`src/rtl/spram_arb_pkg.sv`:
```
// Shared widths and FSM encoding for the frame SPRAM arbiter.
package spram_arb_pkg;

    localparam int ADDR_W  = 15;
    localparam int PIX_W   = 12;
    localparam int COORD_W = 10;

    typedef enum logic [1:0] {
        IDLE,
        FETCH,
        DRAIN
    } arb_state_e;

endpackage

```
`src/rtl/spram_rd_tag_pipe.sv`:
```
// RD_LAT-deep {valid, x} shift register aligning read tags with SPRAM returns.
module spram_rd_tag_pipe
    import spram_arb_pkg::*;
#(
    parameter int RD_LAT = 1
) (
    input  logic               clk,
    input  logic               rst,
    input  logic               in_valid,
    input  logic [COORD_W-1:0] in_x,
    output logic               out_valid,
    output logic [COORD_W-1:0] out_x
);

    logic [RD_LAT-1:0]  valid_q;
    logic [COORD_W-1:0] x_q [RD_LAT];

    always_ff @(posedge clk) begin
        if (rst) begin
            valid_q <= '0;
            for (int unsigned i = 0; i < unsigned'(RD_LAT); i++) begin
                x_q[i] <= '0;
            end
        end else begin
            valid_q[0] <= in_valid;
            x_q[0]     <= in_x;
            for (int unsigned i = 1; i < unsigned'(RD_LAT); i++) begin
                valid_q[i] <= valid_q[i-1];
                x_q[i]     <= x_q[i-1];
            end
        end
    end

    assign out_valid = valid_q[RD_LAT-1];
    assign out_x     = x_q[RD_LAT-1];

endmodule

```
`src/rtl/spram_arbiter.sv`:
```
// Frame SPRAM scheduler: ingest writes vs. display line fetch with guaranteed write slots.
// Optional stall/line statistics outputs when SPRAM_ARB_STATS_EN is defined.
module spram_arbiter
    import spram_arb_pkg::*;
#(
    parameter int W        = 4,
    parameter int H        = 2,
    parameter int RD_BURST = 2,
    parameter int RD_LAT   = 1
) (
    input  logic               clk,
    input  logic               rst,
    input  logic               frame_start,
    input  logic               wr_valid,
    input  logic [PIX_W-1:0]   wr_data,
    output logic               wr_ready,
    output logic               frame_done,
    input  logic               line_req,
    input  logic [COORD_W-1:0] line_y,
    output logic               line_busy,
    output logic               line_err,
    output logic               line_done,
    output logic               rd_valid,
    output logic [COORD_W-1:0] rd_x,
    output logic [PIX_W-1:0]   rd_data,
    output logic               mem_ce,
    output logic               mem_wre,
    output logic [ADDR_W-1:0]  mem_addr,
    output logic [PIX_W-1:0]   mem_wdata,
    input  logic [PIX_W-1:0]   mem_rdata
`ifdef SPRAM_ARB_STATS_EN
    ,
    output logic [15:0]        stall_cnt,
    output logic [15:0]        line_cnt
`endif
);

    localparam int BC_W = $clog2(RD_BURST + 1);
    localparam logic [ADDR_W-1:0] LAST_ADDR = ADDR_W'(W * H - 1);

    arb_state_e         state_q, state_d;
    logic [COORD_W-1:0] x_q, x_d, y_q;
    logic [BC_W-1:0]    bc_q, bc_d;
    logic [1:0]         dc_q, dc_d;
    logic [ADDR_W-1:0]  ptr_q, addr_q, wr_addr, rd_addr;
    logic [PIX_W-1:0]   wdata_q;
    logic               live_q, line_err_q;
    logic               wr_go, rd_go, slot, accept, reject, y_ok;

    // live_q keeps wr_ready low for the first cycle out of reset without a path from rst
    assign slot     = (bc_q == BC_W'(RD_BURST));
    assign wr_ready = live_q && ((state_q != FETCH) || slot);
    assign wr_go    = wr_valid && wr_ready;
    assign rd_go    = (state_q == FETCH) && !slot;

    assign wr_addr  = frame_start ? '0 : ptr_q;
    assign rd_addr  = ADDR_W'(y_q) * ADDR_W'(W) + ADDR_W'(x_q);

    assign mem_ce     = wr_go || rd_go;
    assign mem_wre    = wr_go;
    assign mem_addr   = wr_go ? wr_addr : (rd_go ? rd_addr : addr_q);
    assign mem_wdata  = wr_go ? wr_data : wdata_q;
    assign frame_done = wr_go && (wr_addr == LAST_ADDR);

    assign y_ok   = (32'(line_y) < 32'(H));
    assign accept = (state_q == IDLE) && line_req && y_ok;
    assign reject = (state_q == IDLE) && line_req && !y_ok;

    always_comb begin
        state_d = state_q;
        x_d     = x_q;
        bc_d    = bc_q;
        dc_d    = dc_q;
        case (state_q)
            IDLE: begin
                if (accept) begin
                    state_d = FETCH;
                    x_d     = '0;
                    bc_d    = '0;
                end
            end
            FETCH: begin
                if (rd_go) begin
                    x_d  = x_q + 1'b1;
                    bc_d = bc_q + 1'b1;
                    if (x_q == COORD_W'(W - 1)) begin
                        state_d = DRAIN;
                        x_d     = '0;
                        bc_d    = '0;
                        dc_d    = '0;
                    end
                end else begin
                    bc_d = '0;
                end
            end
            DRAIN: begin
                if (dc_q == 2'(RD_LAT - 1)) begin
                    state_d = IDLE;
                end else begin
                    dc_d = dc_q + 1'b1;
                end
            end
            default: state_d = IDLE;
        endcase
    end

    always_ff @(posedge clk) begin
        if (rst) begin
            state_q    <= IDLE;
            x_q        <= '0;
            y_q        <= '0;
            bc_q       <= '0;
            dc_q       <= '0;
            ptr_q      <= '0;
            addr_q     <= '0;
            wdata_q    <= '0;
            live_q     <= 1'b0;
            line_err_q <= 1'b0;
        end else begin
            state_q    <= state_d;
            x_q        <= x_d;
            bc_q       <= bc_d;
            dc_q       <= dc_d;
            live_q     <= 1'b1;
            line_err_q <= reject;
            if (accept) begin
                y_q <= line_y;
            end
            if (wr_go) begin
                ptr_q   <= (wr_addr == LAST_ADDR) ? '0 : wr_addr + 1'b1;
                wdata_q <= wr_data;
            end else if (frame_start) begin
                ptr_q <= '0;
            end
            if (mem_ce) begin
                addr_q <= mem_addr;
            end
        end
    end

    spram_rd_tag_pipe #(.RD_LAT(RD_LAT)) u_tag_pipe (
        .clk       (clk),
        .rst       (rst),
        .in_valid  (rd_go),
        .in_x      (rd_go ? x_q : '0),
        .out_valid (rd_valid),
        .out_x     (rd_x)
    );

    assign rd_data   = rd_valid ? mem_rdata : '0;
    assign line_done = rd_valid && (rd_x == COORD_W'(W - 1));
    assign line_busy = (state_q != IDLE);
    assign line_err  = line_err_q;

`ifdef SPRAM_ARB_STATS_EN
    always_ff @(posedge clk) begin
        if (rst) begin
            stall_cnt <= '0;
            line_cnt  <= '0;
        end else begin
            if (frame_start) begin
                stall_cnt <= '0;
            end else if (wr_valid && !wr_ready && stall_cnt != 16'hFFFF) begin
                stall_cnt <= stall_cnt + 1'b1;
            end
            if (line_done && line_cnt != 16'hFFFF) begin
                line_cnt <= line_cnt + 1'b1;
            end
        end
    end
`endif

endmodule

```
`config.mk`:
```
export PLATFORM = sky130hd
export DESIGN_NAME = spram_arbiter
export DESIGN_NICKNAME = d
export VERILOG_FILES = /design/src/rtl/spram_arb_pkg.sv /design/src/rtl/spram_rd_tag_pipe.sv /design/src/rtl/spram_arbiter.sv
export SDC_FILE = /design/constraint.sdc
export NUM_CORES = 1
export LEC_CHECK = 0
export CAP_MARGIN = 30
export CORE_UTILIZATION = 50
export CTS_CLUSTER_DIAMETER = 80
export DETAILED_ROUTE_END_ITERATION = 12
export PLACE_DENSITY_LB_ADDON = 0.25
export REMOVE_ABC_BUFFERS = 1
export SETUP_SLACK_MARGIN = 0.02
export SLEW_MARGIN = 15
export SYNTH_ARGS = -nofsm -noshare
export SYNTH_HDL_FRONTEND = slang
export SYNTH_HIERARCHICAL = 1
export SYNTH_SLANG_ARGS = --single-unit
```
`constraint.sdc`:
```
create_clock -name clk -period 3.4 [get_ports clk]
set_input_delay 1.02 -clock clk [delete_from_list [all_inputs] [get_ports clk]]
set_output_delay 1.02 -clock clk [all_outputs]
set_load 0.01 [all_outputs]
```
## Yosys cells after proc, flatten, opt, wreduce, memory -nomap -nowiden

Memory sizes are Yosys's and may differ from the RTL's.
Index checks and enable logic that the tools add are counted.

| word-level totals | value |
|---|---|
| bits of input ports | 39 |
| register bits | 71 |
| RAM bits | 10 |
| memories | 1 |
| output and inout port bits | 57 |

Memory list:

| memory | depth | bits a word | rd ports | clocked after Yosys merged registers in | write ports | RTL line | text |
|---|---|---|---|---|---|---|---|
| u_tag_pipe.x_q | 1 | 10 | 1 | 0 | 1 | spram_rd_tag_pipe.sv:16 | `logic [COORD_W-1:0] x_q [RD_LAT];` |

| cells by class | value |
|---|---|
| reductions and logical operators | 22 |
| muxes and demuxes | 30 |
| $add $sub $neg | 5 |
| magnitude comparators | 1 |
| eq/ne operators | 12 |

Operator list:

| operator | count |
|---|---|
| $mux 15 | 5 |
| $mux 10 | 5 |
| $mux 12 | 2 |
| $eq 10x2->1 const B | 2 |
| $mux 2 | 10 |
| $pmux 10 s2 | 1 |
| $add 15x1->15 const B | 1 |
| $eq 15x3->1 const B | 1 |
| $add 12x10->13 | 1 |
| $add 10x1->10 const B | 1 |
| $lt 10x2->1 const B | 1 |
| $reduce_or 10->1 | 1 |
| $logic_and 1x1->1 | 8 |
| $ne 2x2->1 const B | 4 |
| $pmux 2 s2 | 2 |
| $reduce_and 4->1 | 2 |
| $pmux 2 s3 | 1 |
| $reduce_bool 2->1 | 3 |
| $add 2x1->2 const B | 2 |
| $eq 2x2->1 const B | 2 |
| $logic_not 2->1 | 2 |
| $mux 1 | 4 |
| $ne 2x1->1 const B | 2 |
| $reduce_and 3->1 | 1 |
| 4 further kinds | 6 |

## Logic depth before layout (Yosys ltp)

| logic depth | value |
|---|---|
| word-level depth | 5 |
| depth in mapped cells | 10 |
| depth with buffers taken out | 8 |

## Modules after synthesis

The synthesis kept the hierarchy.

Modules (own cells, without submodules):

| module | area each (sq um) | times used | cells each |
|---|---|---|---|
| spram_arbiter | 3832.4 | 1 | 444 |
| spram_rd_tag_pipe | 337.8 | 1 | 23 |

## Worst setup path before layout

No wires, ideal clock.

| timing | value |
|---|---|
| path kind | input to output |
| start point | input frame_start |
| end point | output mem_addr[9] |
| stages | 5 |
| setup slack | 0.205 ns |
| arrival time | 2.175 ns |
| cells stage by stage | clkbuf_1 -> nor2b_1 -> mux2i_1 -> a221o_1 -> a211oi_1 |

| on the way | value |
|---|---|
| cells in the longest elaborated chain, start to end | 2 |

Ends and longest elaborated chain:

| what | RTL line | text |
|---|---|---|
| from (decl) | spram_arbiter.sv:13 | `input logic frame_start,` |
| $mux 15 | - |  |
| $mux 15 | spram_arbiter.sv:61 | `assign mem_addr = wr_go ? wr_addr : (rd_go ? rd_addr : addr_q);` |
| to (decl) | spram_arbiter.sv:28 | `output logic [ADDR_W-1:0] mem_addr,` |

No other way between the ends.

## Worst setup path in the final report

| timing | value |
|---|---|
| start point | register y_q[2] |
| end point | output mem_addr[11] |

| on the way | value |
|---|---|
| cells in the longest elaborated chain, start to end | 3 |

Ends and longest elaborated chain:

| what | RTL line | text |
|---|---|---|
| from (decl) | spram_arbiter.sv:42 | `logic [COORD_W-1:0] x_q, x_d, y_q;` |
| from (signal assigned) | spram_arbiter.sv:127 | `y_q <= line_y;` |
| $add 12x10->13 | spram_arbiter.sv:57 | `assign rd_addr = ADDR_W'(y_q) * ADDR_W'(W) + ADDR_W'(x_q);` |
| $mux 15 (2 in series) | spram_arbiter.sv:61 |  |

No other way between the ends.

==> impl_metrics.py <==
metrics = {
    "global_route": {
        "grt_pass1_vias": 4028,
        "overflow": 0,
        "grt_pass1_wl_um": 19000,
        "grt_max_degree": 30,
        "grt.total_usage_pct": 27.8,
        "antenna_found_initial": 0,
    },
    "floorplan": {
        "coreArea_mm2": 0.00789,
        "rows": 32,
        "die_area_mm2": 0.00871,
        "io_pins": 96,
        "initial_core_util_pct": 52.9,
        "die_x_um": 93.3,
        "die_h_um": 93.3,
    },
    "final_layout": {
        "area_growth_pct": 47.3,
        "diodes": 0,
        "layout-drive-gt1-share_pct": 30.4,
        "finalNetCount": 674,
        "fill_cells": 486,
    },
    "timing": {
        "slew_headroom_pct": 55.9,
        "setup_viol": 1,
        "setup_slack_ps": -74.6,
        "clock-skew-final_ps": 10.9,
        "slew_violations": 0,
        "max_freq_mhz": 288,
        "hold_viol": 0,
        "worstMarginPinSlew_ps": 656,
        "rsz0062_at_grt": "true",
        "final.period_utilization_pct": 102,
        "fin_crit_ps": 3470,
        "setup_tns_ps": -74.6,
    },
    "yosys": {
        "synth_top_family_by_area": "simple AND/OR/NAND/NOR gates",
        "synthXorXnorAreaFrac_pct": 5.25,
        "avgSynthCellArea_um2": 8.93,
        "synth.most_common_cell": "dfxtp_1",
        "synthMuxAreaShare_pct": 4.50,
        "seq_area_frac_synth_pct": 38.9,
        "synth_compound_area_share_pct": 13.2,
        "synthSimpleGateAreaFrac_pct": 29.8,
        "syn_inst": 467,
        "yosys-top-cells-count": "dfxtp_1, nor2_1, and2_1",
        "yosys_warnings": 6,
        "synth-adder-area-share_pct": 4.08,
        "synthDominantCellAreaShare_pct": 38.9,
        "synth_edf_count": 0,
        "yosys_most_used_dff": "dfxtp_1",
        "synth_cell_type_count": 63,
        "yosysTopAreaCell": "dfxtp_1",
        "async_reset_ff_share_pct": 0,
        "synth_area_mm2": 0.00417,
        "ys_ff_latch": 81,
        "synth.area.top_cells": "dfxtp_1, and2_1, nor2_1",
    },
    "clocking": {
        "clockBufferDepth": 2,
        "path_clk_slew_ps": 90,
        "htreeDepth": 3,
        "holdBufCountCts": 0,
        "cts_buffers": 9,
        "clock-sinks": 81,
        "clkLatencyLatePin_ps": 360,
        "cts_tree": "yes",
        "cts-root-buf": "clkbuf_8",
    },
    "status": {
        "violations": "negative setup slack",
        "status": "finished with violations",
    },
    "worst_hold_path": {
        "hp-class": "flip-flop to flip-flop",
    },
    "place": {
        "gp_congestion": 0.848,
        "dp_slack_ps": -655,
        "hpwl_um": 7690,
        "io_buffer_count": 95,
    },
    "power_and_ir_drop": {
        "power.leakage_nw": 2.67,
        "vdd_drop_max_uv": 214,
        "power_density_mw_per_mm2": 335,
        "finalPower_w": 0.00206,
    },
    "route": {
        "drt_iter0_drc": 275,
        "avgRoutedWirePerCell_um": 17.5,
        "vias": 4183,
        "drc_errors": 0,
        "post_drt_via_cell_ratio": 5.75,
        "firstDrtPassIters": 5,
        "wl_um": 12800,
        "final_antenna_net_count": 0,
    },
    "setup_path": {
        "crit_path_start_kind": "flip-flop",
        "path_class": "flip-flop to output port",
        "crit_arrival_ps": 2450,
        "worstPathRequired_ps": 2380,
        "end_kind": "output port",
        "critPathMaxFanout": 2,
    },
    "job": {
        "cap_violations": 0,
    },
}
area by class of cell:
type | count | area [µm²] | area share, %
multi-input combinational | 347 | 2600 | 42.3
sequential | 81 | 1630 | 26.5
timing repair buffer | 169 | 1470 | 23.8
clock buffer | 10 | 138 | 2.24
clock inverter | 5 | 128 | 2.08
inverter | 14 | 56.3 | 0.916
tap | 102 | 128 | 2.08
stage by stage:
stage	utilization [%]	cells	area (µm²)	hold slack (ps)
2_1_floorplan	-	442	4040	434
3_3_place_gp	70.2	693	5540	449
3_5_place_dp	70.2	693	5540	455
4_1_cts	75.9	719	5990	469
5_1_grt	77.9	728	6140	510
6_report	77.9	728	6140	466
power breakdown:
part | switching (W) | internal, W | total, W
Sequential | 0.00000404 | 0.000957 | 0.000961
Combinational | 0.0000728 | 0.0000871 | 0.000160
Clock | 0.000356 | 0.000578 | 0.000934
Total | 0.000433 | 0.00162 | 0.00206
worst max-delay path: stages, from the launching register on:
cell	delay, ps
dfxtp_2	360
ha_4	280
o21a_1	190
a211oi_2	90
or4b_4	500
mux2_4	340
nor3b_4	190
buf_2	150
path summary, 6_finish.rpt:
check | startpoint | endpoint | slack (ps) | cells past startpoint
worst min-delay path | dc_q[0] | dc_q[0] | 470 | 1
worst max-delay path | y_q[2] | mem_addr[11] | -70 | 7
worst max register to register | x_q[6] | x_q[2] | 1200 | 6
worst min register to register | dc_q[0] | dc_q[0] | 470 | 1
flip-flops by register name (all words and copies together), names as in the netlist:
signal	count
addr_q	15
bc_q	2
dc_q	2
line_err	1
live_q	1
ptr_q	15
state_q	2
u_tag_pipe/out_valid	1
u_tag_pipe/x_q	10
wdata_q	12
x_q	10
y_q	10
cell families after synthesis:
family	count (synthesis)
DFF	81
muxes	17
and+or+nand+nor	213
xor gates and xnor gates	25
AOI/OAI and AO/OA	79
adders and majority gates	13
buffers and inverters	39
what timing repair did:
item | in CTS | in global routing
gates cloned | 0 | 1
pin swaps | 14 | 12
setup buffers | 11 | 8
resized for setup | 87 | 56
endpoints found under the setup margin | 30 | 27
per-layer routing:
metal | track usage, % | vias up | share of wire [%]
li1 | - | 1943 | -
met1 | 33.5 | 1984 | 39
met2 | 48.8 | 210 | 51
met3 | 4.88 | 46 | 7.2
met4 | 10.8 | 0 | 3.3
met5 | 0 | - | 0
cell usage in the layout, fill, tap and decap left out, drive strengths merged, types with 3 or more instances in the layout:
cell and n:
dfxtp 81, buf 80, clkdlybuf4s50 64, nor2 51
and2 34, nand2 25, clkbuf 24, a21oi 20
o21ai 16, xnor2 15, nor2b 15, nand3 14
mux2 14, and3 13, inv 13, nor3 12
ha 12, xor2 10, a211oi 10, nand4 9
nor3b 8, nand2b 7, o211a 6, dlygate4sd2 6
nor4 6, a21o 5, a2111oi 5, or2 4
bufinv 4, clkdlybuf4s15 4, mux2i 3, o21a 3
a31oi 3, nor4b 3
Power figures use the tool's default switching activity.
